$ cat src/rtl/axi_arb_pkg.sv
// Shared types for the AXI write-channel arbiter: FSM states, BRESP codes
// and the one-hot to index helper.
package axi_arb_pkg;

   typedef enum logic [1:0] {
      IDLE = 2'd0,
      ADDR = 2'd1,
      DATA = 2'd2,
      RESP = 2'd3
   } arb_state_e;

   localparam logic [1:0] OKAY   = 2'b00;
   localparam logic [1:0] SLVERR = 2'b10;

   // Sized for the largest supported master count; callers zero-extend.
   function automatic logic [2:0] onehot2idx(input logic [7:0] oh);
      logic [2:0] idx;
      idx = '0;
      for (int i = 0; i < 8; i++) begin
         if (oh[i]) idx = 3'(i);
      end
      return idx;
   endfunction

endpackage

$ cat src/rtl/rr_arbiter.sv
// Combinational round-robin pick: the first requester after the last winner,
// wrapping around, wins.
module rr_arbiter #(
   parameter int NUM_M = 2,
   parameter int IDX_W = 1
) (
   input  logic [NUM_M-1:0] req,
   input  logic [IDX_W-1:0] last,
   output logic [NUM_M-1:0] winner
);

   logic [IDX_W-1:0] idx;
   logic             found;

   always_comb begin
      winner = '0;
      found  = 1'b0;
      idx    = '0;
      for (int k = 1; k <= NUM_M; k++) begin
         idx = IDX_W'((int'(last) + k) % NUM_M);
         if (!found && req[idx]) begin
            winner[idx] = 1'b1;
            found       = 1'b1;
         end
      end
   end

endmodule

$ cat src/rtl/axi_wr_arbiter.sv
// Shares one AXI4 slave write port between NUM_M masters, one whole transaction
// at a time. Define AXI_WR_ARB_BEAT_CHECK_EN to generate s_wlast from AWLEN.
module axi_wr_arbiter
   import axi_arb_pkg::*;
#(
   parameter int NUM_M      = 2,
   parameter int ADDR_WIDTH = 32,
   parameter int DATA_WIDTH = 32,
   parameter int ID_WIDTH   = 4,
   parameter int LEN_WIDTH  = 8
) (
   input  logic                           ACLK,
   input  logic                           ARESETn,
   // master side
   input  logic [NUM_M*ID_WIDTH-1:0]      m_awid,
   input  logic [NUM_M*ADDR_WIDTH-1:0]    m_awaddr,
   input  logic [NUM_M*LEN_WIDTH-1:0]     m_awlen,
   input  logic [NUM_M*3-1:0]             m_awsize,
   input  logic [NUM_M*2-1:0]             m_awburst,
   input  logic [NUM_M-1:0]               m_awvalid,
   output logic [NUM_M-1:0]               m_awready,
   input  logic [NUM_M*DATA_WIDTH-1:0]    m_wdata,
   input  logic [NUM_M*DATA_WIDTH/8-1:0]  m_wstrb,
   input  logic [NUM_M-1:0]               m_wlast,
   input  logic [NUM_M-1:0]               m_wvalid,
   output logic [NUM_M-1:0]               m_wready,
   output logic [NUM_M*ID_WIDTH-1:0]      m_bid,
   output logic [NUM_M*2-1:0]             m_bresp,
   output logic [NUM_M-1:0]               m_bvalid,
   input  logic [NUM_M-1:0]               m_bready,
   // slave side
   output logic [ID_WIDTH-1:0]            s_awid,
   output logic [ADDR_WIDTH-1:0]          s_awaddr,
   output logic [LEN_WIDTH-1:0]           s_awlen,
   output logic [2:0]                     s_awsize,
   output logic [1:0]                     s_awburst,
   output logic                           s_awvalid,
   input  logic                           s_awready,
   output logic [DATA_WIDTH-1:0]          s_wdata,
   output logic [DATA_WIDTH/8-1:0]        s_wstrb,
   output logic                           s_wlast,
   output logic                           s_wvalid,
   input  logic                           s_wready,
   input  logic [ID_WIDTH-1:0]            s_bid,
   input  logic [1:0]                     s_bresp,
   input  logic                           s_bvalid,
   output logic                           s_bready,
   // status
   output logic [NUM_M-1:0]               grant,
   output logic                           err_wlast,
   output logic [1:0]                     dbg_state
);

   localparam int STRB_W = DATA_WIDTH / 8;
   localparam int IDX_W  = (NUM_M > 1) ? $clog2(NUM_M) : 1;

   arb_state_e        state;
   logic [IDX_W-1:0]  last_idx;
   logic [IDX_W-1:0]  gidx;
   logic [NUM_M-1:0]  winner;
   logic              aw_hs, w_hs, b_hs;

   logic [ID_WIDTH-1:0]   awid_a   [NUM_M];
   logic [ADDR_WIDTH-1:0] awaddr_a [NUM_M];
   logic [LEN_WIDTH-1:0]  awlen_a  [NUM_M];
   logic [2:0]            awsize_a [NUM_M];
   logic [1:0]            awburst_a[NUM_M];
   logic [DATA_WIDTH-1:0] wdata_a  [NUM_M];
   logic [STRB_W-1:0]     wstrb_a  [NUM_M];

   for (genvar i = 0; i < NUM_M; i++) begin : g_unpack
      assign awid_a[i]    = m_awid[i*ID_WIDTH +: ID_WIDTH];
      assign awaddr_a[i]  = m_awaddr[i*ADDR_WIDTH +: ADDR_WIDTH];
      assign awlen_a[i]   = m_awlen[i*LEN_WIDTH +: LEN_WIDTH];
      assign awsize_a[i]  = m_awsize[i*3 +: 3];
      assign awburst_a[i] = m_awburst[i*2 +: 2];
      assign wdata_a[i]   = m_wdata[i*DATA_WIDTH +: DATA_WIDTH];
      assign wstrb_a[i]   = m_wstrb[i*STRB_W +: STRB_W];
   end

   rr_arbiter #(.NUM_M(NUM_M), .IDX_W(IDX_W)) u_rr (
      .req    (m_awvalid),
      .last   (last_idx),
      .winner (winner)
   );

   assign gidx      = IDX_W'(onehot2idx(8'(grant)));
   assign dbg_state = state;

   // All channels are AXI valid/ready: a beat transfers on the ACLK edge where
   // both are high, and only the granted master is ever connected to the slave.
   assign s_awid    = awid_a[gidx];
   assign s_awaddr  = awaddr_a[gidx];
   assign s_awlen   = awlen_a[gidx];
   assign s_awsize  = awsize_a[gidx];
   assign s_awburst = awburst_a[gidx];
   assign s_awvalid = (state == ADDR) && m_awvalid[gidx];
   assign m_awready = (state == ADDR) ? (grant & {NUM_M{s_awready}}) : '0;

   assign s_wdata   = wdata_a[gidx];
   assign s_wstrb   = wstrb_a[gidx];
   assign s_wvalid  = (state == DATA) && m_wvalid[gidx];
   assign m_wready  = (state == DATA) ? (grant & {NUM_M{s_wready}}) : '0;

   assign m_bid     = {NUM_M{s_bid}};
   assign m_bresp   = {NUM_M{s_bresp}};
   assign m_bvalid  = (state == RESP) ? (grant & {NUM_M{s_bvalid}}) : '0;
   assign s_bready  = (state == RESP) && m_bready[gidx];

   assign aw_hs = s_awvalid && s_awready;
   assign w_hs  = s_wvalid && s_wready;
   assign b_hs  = s_bvalid && s_bready;

`ifdef AXI_WR_ARB_BEAT_CHECK_EN
   // Holds beats still to come, so AWLEN=255 loads 256 without wrapping.
   logic [LEN_WIDTH:0] beat_cnt;
   logic               cnt_last;

   assign cnt_last = (beat_cnt == (LEN_WIDTH+1)'(1));
   assign s_wlast  = (state == DATA) && cnt_last;

   always_ff @(posedge ACLK or negedge ARESETn) begin
      if (!ARESETn) begin
         beat_cnt  <= '0;
         err_wlast <= 1'b0;
      end else begin
         err_wlast <= w_hs && (m_wlast[gidx] != cnt_last);
         if (aw_hs)
            beat_cnt <= {1'b0, s_awlen} + (LEN_WIDTH+1)'(1);
         else if (w_hs)
            beat_cnt <= beat_cnt - (LEN_WIDTH+1)'(1);
      end
   end
`else
   assign s_wlast   = m_wlast[gidx];
   assign err_wlast = 1'b0;
`endif

   always_ff @(posedge ACLK or negedge ARESETn) begin
      if (!ARESETn) begin
         state    <= IDLE;
         grant    <= '0;
         last_idx <= IDX_W'(NUM_M - 1);
      end else begin
         case (state)
            IDLE: if (|m_awvalid) begin
               grant <= winner;
               state <= ADDR;
            end
            ADDR: if (aw_hs) state <= DATA;
            DATA: if (w_hs && s_wlast) state <= RESP;
            RESP: if (b_hs) begin
               last_idx <= gidx;
               grant    <= '0;
               state    <= IDLE;
            end
            default: state <= IDLE;
         endcase
      end
   end

endmodule

$ cat config.mk
export PLATFORM = sky130hd
export DESIGN_NAME = axi_wr_arbiter
export DESIGN_NICKNAME = d
export VERILOG_FILES = /design/src/rtl/axi_arb_pkg.sv /design/src/rtl/rr_arbiter.sv /design/src/rtl/axi_wr_arbiter.sv
export SDC_FILE = /design/constraint.sdc
export NUM_CORES = 1
export LEC_CHECK = 0
export ABC_AREA = 1
export CORE_AREA = 2 2 116 118
export DETAILED_ROUTE_END_ITERATION = 6
export DIE_AREA = 0 0 118 120
export SLEW_MARGIN = 30
export SYNTH_ARGS = -nofsm -noshare
export SYNTH_HDL_FRONTEND = slang
export SYNTH_SLANG_ARGS = --single-unit
$ cat constraint.sdc
create_clock -name ACLK -period 4 [get_ports ACLK]
set_input_delay 0.6 -clock ACLK [delete_from_list [all_inputs] [get_ports ACLK]]
set_output_delay 0.6 -clock ACLK [all_outputs]
set_load 0.005 [all_outputs]
==> run metrics <==
commonest non-fill, non-tap cell in the layout sky130_fd_sc_hd__clkdlybuf4s50_1; final layout net count 812; sum of internal, switching and leakage power 2.114 mW; overall overflow remaining after global route 0; vias in the first global route slightly below 3000; drt drc 0; result of the run finished, final reports clean; Async SR Flop Fraction 100.0%; drt total wl 9.615 mm; Hold Violations, Final 0; clock latency at the later pin of the worst-skew pair 230 ps; y dimension of the die roughly 120 um; power density of the placed cells 455.5 mW/mm^2; total number of placement rows 42; global router's overall resource usage about an eighth; total half-perimeter wirelength after legalization and detailed placement 8.145 mm; IO buf count 281; reported max-cap violation count 0; top flip-flop cell by instance count after synthesis sky130_fd_sc_hd__dfrtp_1; weighted congestion reported at the end of routability-driven placement 0.8188; violation count after the first detailed-route iteration 68; post-detailed-route count of antenna-violating nets 0; number of flops mapped to enable cells by yosys 0; share of final-layout standard cells stronger than drive strength 1 about 4%; Synth-to-Final Area Change 171.3%; maximum clock skew at final layout 2.520 ps; initial core utilization 13.18%; leak pwr 2.168 nW; synthesized netlist cell count ~360; Top-Level Pins 301; category of the critical setup timing path flop to output port; ratio of final minimum period to clock period 69.81%; final-report max-slew violation count 0; Die X 118 um; Avg Inst Size Synth 4.699 um^2; routed vias 3028; kind of start point of the critical path flop; CTS root buffer sky130_fd_sc_hd__clkbuf_16; endpoint type of the worst setup path output port; final cell area excluding filler cells 0.004641 mm^2; post-DR wirelength/cell 12.12 um; YS warnings 0; relative max-transition margin 38.13%; final antenna diode count 0; iteration count of the initial detailed-routing pass 4; leading cell types in the layout, fill and taps excluded sky130_fd_sc_hd__clkdlybuf4s50_1 (281), sky130_fd_sc_hd__nand2_1 (270), sky130_fd_sc_hd__inv_1 (13); post-cts resize count 0; final core area utilization a little over a third; classification of the worst-slack hold path flop to flop; count of state elements after synthesis 5; cell with the most instances on the worst path sky130_fd_sc_hd__nand2_1; maximum root-to-sink buffer count 2; final hold slack 476.3 ps; cells along the critical path inv_2, buf_12, nand2_1, nand2_1, clkdlybuf4s50_1; min Tclk post-route 2793 ps; slowest cell on the critical path sky130_fd_sc_hd__clkdlybuf4s50_1; initial antenna violation count 0; net count after synthesis about 560; proportion of synthesized chip area in sequential cells 7.388%; peak supply drop 0.0002232 V; TritonCTS clock tree yes; number of buffers inserted by post-CTS setup repair 0; largest net degree at the start of global routing 93; Die Footprint 0.01416 mm^2; number of buffers inserted during clock tree synthesis 3; number of levels the H-tree was split into 1; Cell Area, Synth 0.001710 mm^2; Setup TNS 0 ps; CP required about 3400 ps; transition time at the pin with the least slew margin about 930 ps; library cells used by synthesis 27; total of hold buffers inserted after clock tree synthesis 0; stage delay of the slowest cell on the critical path ~550 ps; total setup violations reported at the end of the flow 0; unrepaired setup endpoints after global routing no; CP Max Fanout 50; arrival time at the worst endpoint 2190 ps; Core ar. 0.01298 mm^2; wire length of the first global-routing pass 14.41 mm; post-detailed-placement cell area 0.004562 mm^2; clock-pin slew on the worst setup and hold paths 30 ps; Max Clk Rate 358.1 MHz; Avg Vias per Cell between 3 and 4; CTS Sinks 5
[through the flow]
stage / instances / setup WS, ps
2_1_floorplan: 364 / 2391
3_3_place_gp: 789 / 1277
3_5_place_dp: 789 / 1293
4_1_cts: 793 / 1168
5_1_grt: 793 / 1051
6_report: 793 / 1208
[sequential cells by signal (all words and copies together), names as in the netlist]
| name | flops |
|---|---|
| dbg_state | 2 |
| grant | 2 |
| last_idx | 1 |
[critical path, delay by kind of cell, from the launching register on]
kind | cells | cell delay [ps]
buffers and inverters | 3 | 1370
DFF | 1 | 390
and+or+nand+nor | 2 | 160
[area by class of cell]
class	count	area, um^2
Clock buffer	4	78.83
Fill cell	1396	8339
Multi-Input combinational cell	309	1314
Sequential cell	5	127.6
Inverter	16	60.06
Tap cell	176	220.2
Timing Repair Buffer	283	2840
[cells in the mapped netlist (2+ instances only)]
cell type                  number  share of area [%]
sky130_fd_sc_hd__buf_2          6                1.8
sky130_fd_sc_hd__buf_4         16                7.0
sky130_fd_sc_hd__buf_6          2                1.3
sky130_fd_sc_hd__clkbuf_1      10                2.2
sky130_fd_sc_hd__dfrtp_1        4                5.9
sky130_fd_sc_hd__ha_1           5                3.7
sky130_fd_sc_hd__inv_1         13                2.9
sky130_fd_sc_hd__inv_2          3               0.66
sky130_fd_sc_hd__nand2_1      270                 59
sky130_fd_sc_hd__nand2_2        3                1.1
sky130_fd_sc_hd__nand2_4        2                1.3
sky130_fd_sc_hd__nand3_1        2               0.59
sky130_fd_sc_hd__nand4_1        3                1.1
sky130_fd_sc_hd__nor2_1         4               0.88
sky130_fd_sc_hd__nor3_1         6                1.8
sky130_fd_sc_hd__o21ai_2        3                1.5
sky130_fd_sc_hd__or2_2          2               0.73
[power by group]
part / leakage, nW / total, mW / switching (mW) / internal [mW]
combinational: 2.07 / 1.85 / 0.828 / 1.02
clock: 0.0382 / 0.165 / 0.0330 / 0.132
sequential: 0.0592 / 0.101 / 0.0223 / 0.0792
[layer usage]
metal / global-route usage [%] / vias up / share of wire (%)
met5: 0 / - / 0
met4: 2.033 / 0 / 0.90
met3: 3.707 / 6 / 10
met2: 24.53 / 189 / 52
met1: 13.00 / 1261 / 37
li1: - / 1572 / -
[kinds of logic after synthesis]
group	share of synthesized area (%)
compound gates	3.731
buf+inv	15.80
other cells	0.2192
fa+ha+maj	3.658
flops	7.389
simple gates	69.20
[final timing paths]
check | end | cells after the start | slack [ps] | start
worst min register to register | last_idx | 2 | 480 | last_idx
min in group asynchronous | dbg_state[1] | 1 | 600 | ARESETn
worst max register to register | dbg_state[0] | 7 | 2160 | grant[1]
worst min-delay path | last_idx | 2 | 480 | last_idx
worst max-delay path | s_wstrb[1] | 5 | 1210 | grant[1]
max in group asynchronous | last_idx | 1 | 3150 | ARESETn
Note: power is estimated with default switching activity, not from simulation.
